<file path="config.mk">
export PLATFORM = sky130hd
export DESIGN_NAME = muldiv_arbiter
export DESIGN_NICKNAME = d
export VERILOG_FILES = /design/src/rtl/muldiv_arbiter_pkg.sv /design/src/rtl/muldiv_arbiter_rr_arbiter2.sv /design/src/rtl/muldiv_arbiter.sv
export SDC_FILE = /design/constraint.sdc
export NUM_CORES = 1
export LEC_CHECK = 0
export BUFFER_PORTS_ARGS = -buffer_cell sky130_fd_sc_hd__buf_4
export CORE_ASPECT_RATIO = 0.6
export CORE_UTILIZATION = 39
export CTS_CLUSTER_DIAMETER = 30
export DETAILED_ROUTE_END_ITERATION = 8
export PLACE_DENSITY_LB_ADDON = 0.12
export SYNTH_ARGS = -nofsm -noshare
export SYNTH_HDL_FRONTEND = slang
export SYNTH_HIERARCHICAL = 1
export SYNTH_SLANG_ARGS = --single-unit
</file>
<file path="constraint.sdc">
create_clock -name clk_i_arb -period 2.65 [get_ports clk_i_arb]
set_input_delay 0.53 -clock clk_i_arb [delete_from_list [all_inputs] [get_ports clk_i_arb]]
set_output_delay 0.53 -clock clk_i_arb [all_outputs]
set_load 0.05 [all_outputs]
</file>
<file path="src/rtl/muldiv_arbiter_pkg.sv">
// Shared definitions for the two-requester multiply/divide scaling arbiter.
package muldiv_arbiter_pkg;

  localparam int NUM_REQ = 2;

  typedef enum logic [1:0] {
    IDLE = 2'd0,
    MULT = 2'd1,
    DIV  = 2'd2,
    RESP = 2'd3
  } state_e;

  function automatic int sat_max_default(input int w);
    return (1 << w) - 1;
  endfunction

endpackage

</file>
<file path="src/rtl/muldiv_arbiter_rr_arbiter2.sv">
// Two-way round-robin grant; the pointer moves past the winner on accept.
module rr_arbiter2 (
  input  logic       clk_i,
  input  logic       rstn_i,
  input  logic [1:0] req_i,
  input  logic       accept_i,
  output logic       gnt_idx_o
);

  logic ptr_q, ptr_d;

  // The pointer's requester wins unless it is idle.
  always_comb begin
    gnt_idx_o = ptr_q;
    if (!req_i[ptr_q]) gnt_idx_o = ~ptr_q;
  end

  assign ptr_d = accept_i ? ~gnt_idx_o : ptr_q;

  always_ff @(posedge clk_i or negedge rstn_i) begin
    if (!rstn_i) ptr_q <= 1'b0;
    else         ptr_q <= ptr_d;
  end

endmodule

</file>
<file path="src/rtl/muldiv_arbiter.sv">
// Shares one multiplier and one divider between two requesters computing
// (A*B)/D + OUT_OFFSET, saturated, with round-robin arbitration.
module muldiv_arbiter
  import muldiv_arbiter_pkg::*;
#(
  parameter int DATA_WIDTH = 8,
  parameter int OUT_OFFSET = 0,
  parameter int SAT_MAX    = sat_max_default(DATA_WIDTH)
) (
  input  logic                    clk_i_arb,
  input  logic                    rstn_i_arb,
  input  logic [NUM_REQ-1:0]      req_i,
  input  logic [2*DATA_WIDTH-1:0] a_i,
  input  logic [2*DATA_WIDTH-1:0] b_i,
  input  logic [2*DATA_WIDTH-1:0] d_i,
  output logic [NUM_REQ-1:0]      done_o,
  output logic [DATA_WIDTH-1:0]   result_o,
  output logic                    err_o,
  output logic                    busy_o,
  output logic                    en_o_mult,
  output logic [DATA_WIDTH-1:0]   mult_a_o,
  output logic [DATA_WIDTH-1:0]   mult_b_o,
  input  logic [2*DATA_WIDTH-1:0] result_i_mult,
  input  logic                    mult_done_i,
  output logic                    en_o_div,
  output logic [2*DATA_WIDTH-1:0] div_q_o,
  output logic [DATA_WIDTH-1:0]   div_b_o,
  input  logic [DATA_WIDTH-1:0]   result_i_div,
  input  logic                    div_done_i
);

  localparam logic [DATA_WIDTH-1:0] SAT_V = SAT_MAX[DATA_WIDTH-1:0];
  localparam logic [DATA_WIDTH:0]   OFF_V = OUT_OFFSET[DATA_WIDTH:0];

  state_e st_q, st_d;

  logic [DATA_WIDTH-1:0]   a_q, b_q, d_q, res_q, result_q;
  logic [2*DATA_WIDTH-1:0] prod_q;
  logic                    gnt_q, err_pend_q, err_q;
  logic [NUM_REQ-1:0]      done_q;

  logic                  gidx, accept;
  logic [DATA_WIDTH-1:0] a_sel, b_sel, d_sel, res_sat;
  logic [DATA_WIDTH:0]   sum;

  assign accept = (st_q == IDLE) && (|req_i);

  rr_arbiter2 u_rr (
    .clk_i     (clk_i_arb),
    .rstn_i    (rstn_i_arb),
    .req_i     (req_i),
    .accept_i  (accept),
    .gnt_idx_o (gidx)
  );

  assign a_sel = gidx ? a_i[2*DATA_WIDTH-1:DATA_WIDTH] : a_i[DATA_WIDTH-1:0];
  assign b_sel = gidx ? b_i[2*DATA_WIDTH-1:DATA_WIDTH] : b_i[DATA_WIDTH-1:0];
  assign d_sel = gidx ? d_i[2*DATA_WIDTH-1:DATA_WIDTH] : d_i[DATA_WIDTH-1:0];

  // One spare bit so the offset add cannot wrap before the ceiling compare.
  assign sum     = {1'b0, result_i_div} + OFF_V;
  assign res_sat = (sum > {1'b0, SAT_V}) ? SAT_V : sum[DATA_WIDTH-1:0];

  always_ff @(posedge clk_i_arb or negedge rstn_i_arb) begin
    if (!rstn_i_arb) st_q <= IDLE;
    else             st_q <= st_d;
  end

  always_comb begin
    st_d = st_q;
    case (st_q)
      IDLE:    if (|req_i) st_d = (d_sel == '0) ? RESP : MULT;
      MULT:    if (mult_done_i) st_d = DIV;
      DIV:     if (div_done_i) st_d = RESP;
      RESP:    st_d = IDLE;
      default: st_d = IDLE;
    endcase
  end

  always_comb begin
    en_o_mult = (st_q == MULT);
    en_o_div  = (st_q == DIV);
    busy_o    = (st_q != IDLE);
  end

  always_ff @(posedge clk_i_arb or negedge rstn_i_arb) begin
    if (!rstn_i_arb) begin
      a_q        <= '0;
      b_q        <= '0;
      d_q        <= '0;
      res_q      <= '0;
      result_q   <= '0;
      prod_q     <= '0;
      gnt_q      <= 1'b0;
      err_pend_q <= 1'b0;
      err_q      <= 1'b0;
      done_q     <= '0;
    end else begin
      done_q <= '0;
      err_q  <= 1'b0;
      case (st_q)
        IDLE: if (|req_i) begin
          gnt_q      <= gidx;
          a_q        <= a_sel;
          b_q        <= b_sel;
          d_q        <= d_sel;
          res_q      <= SAT_V;
          err_pend_q <= (d_sel == '0);
        end
        MULT: if (mult_done_i) prod_q <= result_i_mult;
        DIV:  if (div_done_i) res_q <= res_sat;
        RESP: begin
          result_q      <= res_q;
          err_q         <= err_pend_q;
          done_q[gnt_q] <= 1'b1;
        end
        default: ;
      endcase
    end
  end

  assign done_o   = done_q;
  assign result_o = result_q;
  assign err_o    = err_q;
  assign mult_a_o = a_q;
  assign mult_b_o = b_q;
  assign div_q_o  = prod_q;
  assign div_b_o  = d_q;

endmodule

</file>
==> out/metrics.csv <==
stage;metric;value;unit
global_routing;largest net degree at the start of global routing;65;
clock_network;hold_buf cts;0;
cells_and_area;P&R area growth vs syn;50.9;%
worst_hold_path;Worst Hold Class;input port to async pin;
sta;actual slew at the worst max-slew pin;0.798;ns
clock_network;Post-CTS Setup Inserts;0;
clock_network;Num CTS Buffers;9;
sta;Fin. Hold Viols;0;
clock_network;Skew-Pair Late Insertion Delay;0.31;ns
routing;DRC;0;
cells_and_area;share of layout cells above drive strength 1;50.1;%
routing;WL/cell;13.7;um
sta;Max Fclk;531;MHz
setup_path;CP startpoint kind;flip-flop;
clock_network;clk buf depth;2;
synth;cell type with the largest total area after synthesis;dfrtp_1;
job;Max-Cap Viols;0;
synth;Synth async-reset ratio;100;%
routing;WL final;6.02;mm
sta;Tcrit/Tclk final;71.0;%
floorplan;die area;0.00727;mm2
power_and_ir_drop;total power;5.97;mW
floorplan;FP Rows;23;
setup_path;slowest cell delay on critical path;0.40;ns
synth;share of the synthesized area in the top cell type;59.3;%
setup_path;Bufs and invs on worst path;3;
synth;Top FF cell, synth;dfrtp_1;
routing;Via density;4.78;
cells_and_area;Diodes inserted;0;
sta;final setup margin;0.768;ns
sta;max-slew violations;0;
clock_network;CTS tree;done;
floorplan;core area;0.00668;mm2
sta;RSZ-0062 raised after global routing;no;
routing;Iteration-0 DRC Markers;83;
global_routing;vias in the first global route;2008;
placed_design;Post-Place Worst Slack;0.781;ns
clock_network;Clock Pin Slew Worst Setup and Hold Paths;0.05;ns
clock_network;H-tree levels;3;
global_routing;GRT Util Overall;17.4;%
setup_path;Critical Path Start;st_q[1];
routing;vias;2103;
sta;min Tclk post-route;1.88;ns
sta;Sum Neg Setup Slack;0;ns
setup_path;CP delay by family, top;flip-flops;
cells_and_area;final core occ;61.0;%
sta;Max-Slew Margin vs Limit;46.8;%
setup_path;Reg-to-Reg Start;st_q[1];
synth;Synth top cells by count;64 x dfrtp_1, 27 x nand2_1, 25 x mux2_2, 25 x mux2i_1, 25 x o21ai_0;
global_routing;global-route wire length before repair;9.38;mm
floorplan;Initial Util;40.4;%
synth;register area share after synthesis;59.3;%
setup_path;crit path max-delay cell type;dfrtp_1;
global_routing;gr ovfl total;0;
global_routing;initial antenna violation count;0;
cells_and_area;nets@finish;434;
clock_network;Root Driver;clkbuf_16;
floorplan;DIE HEIGHT;66.5;um
routing;Pre-Repair DR Iteration Count;6;
synth;Post-Synthesis Cells;216;
setup_path;CP required;2.12;ns
power_and_ir_drop;Power Dens Cells;1470;mW/mm2
setup_path;Max FO, Critical Path;4;
synth;most frequent cell after synthesis;dfrtp_1;
synth;Synth Register Bits;64;
setup_path;CP Class;flip-flop to output pin;
placed_design;GP Congestion;0.742;
floorplan;Die W;109;um
floorplan;IO Pins;132;
power_and_ir_drop;P_leak;2.01;nW
sta;Setup-failing EPs final;0;
placed_design;DP Wirelength;4.42;mm
setup_path;Setup crit end kind;output pin;
synth;synth unique cells;25;
synth;Ys Warns;6;
synth;synth top area cells;dfrtp_1 59%, mux2_2 10%, mux2i_1 9.3%, o21ai_0 4.6%, nand2_1 3.8%;
power_and_ir_drop;Worst VDD drop;0.000691;V
clock_network;clock sinks;64;
run_status;status;complete, no violations;
routing;Final ANT Viol Nets;0;
setup_path;CP cell instances;inv_1, ha_1, inv_2, buf_4;
sta;Hold WS;0.295;ns
synth;Avg Synthesized Cell Area;12.5;um2
synth;syn nets;299;
clock_network;CTS-repair resized insts;0;
synth;cell area after synthesis;0.00270;mm2
placed_design;Buffers on Ports;131;
sta;Setup Skew;0.00251;ns
setup_path;crit path DAT;1.35;ns
synth;EDFF count, synth;0;
[worst register-to-register path: stages, from the launching register on]
cell	delay, ns
dfrtp_1	0.42
inv_1	0.11
ha_1	0.24
inv_2	0.07
o32a_1	0.38
a21boi_1	0.17
mux2_4	0.30
[cell usage in the layout (no fill, tap or decap)]
cell type	n
a21boi_1	1
a31oi_1	2
nand3_1	1
nor4_1	4
a21o_1	1
o21ai_0	24
mux2_4	1
buf_4	134
mux2i_1	25
nor2b_1	1
nand3b_1	1
clkbuf_8	4
o22a_1	8
ha_1	5
nor2_1	2
o21ai_4	2
dfrtp_1	64
nand2_1	27
and2_1	2
inv_2	1
a21boi_2	1
inv_1	5
a21oi_1	2
o32a_1	1
mux2_2	25
clkbuf_16	9
[flip-flops by register name (all words and copies together), names as in the netlist]
register	count
result_o	8
res_q	8
err_o	1
div_b_o	8
mult_b_o	8
done_o	2
gnt_q	1
u_rr/ptr_q	1
mult_a_o	8
div_q_o	16
st_q	2
err_pend_q	1
[logic make-up (layout without fill, tap and decap cells)]
kind of cell	count (synthesis)	count (layout)	share of synthesized area [%]
adder cells (fa/ha/maj)	5	5	2.32
flip-flops	64	64	59.3
multiplexers	51	51	20.3
buffers and inverters	16	153	2.41
AO/OA/AOI/OAI	42	42	9.59
AND/OR/NAND/NOR	38	38	6.12
[per-layer routing]
| layer | vias up | global-route usage (%) | routed length [um] |
|---|---|---|---|
| met5 | - | 0 | 0 |
| met4 | 0 | 6.50 | 59 |
| met3 | 5 | 6.75 | 536 |
| met2 | 78 | 27.4 | 2720 |
| met1 | 990 | 21.8 | 2700 |
| li1 | 1030 | - | - |
[path summary, 6_finish.rpt]
| check | depth (start not counted) | slack (ns) | endpoint |
|---|---|---|---|
| max | 4 | 0.77 | busy_o |
| min | 1 | 0.29 | res_q[2] |
| max reg2reg | 6 | 0.84 | st_q[1] |
| min reg2reg | 1 | 0.44 | done_o[0] |
| max in group asynchronous | 1 | 1.82 | div_q_o[14] |
| min in group clk_i_arb | 1 | 0.44 | done_o[0] |
[power breakdown]
group	internal [mW]	switching (mW)
sequential	1.43	0.232
combinational	1.12	2.12
clock	0.718	0.364
[stage by stage]
stage	cells	area, um2
2_1_floorplan	216	2700
3_3_place_gp	427	3790
3_5_place_dp	427	3790
4_1_cts	440	4080
5_1_grt	440	4080
6_report	440	4080
[layout make-up]
class | instances | area (um2)
Clock buffer | 13 | 280
Multi-Input combinational cell | 136 | 1060
Inverter | 6 | 22.5
Fill cell | 572 | 2600
Sequential cell | 64 | 1600
Tap cell | 87 | 109
Timing Repair Buffer | 134 | 1010
Power figures use the tool's default switching activity.
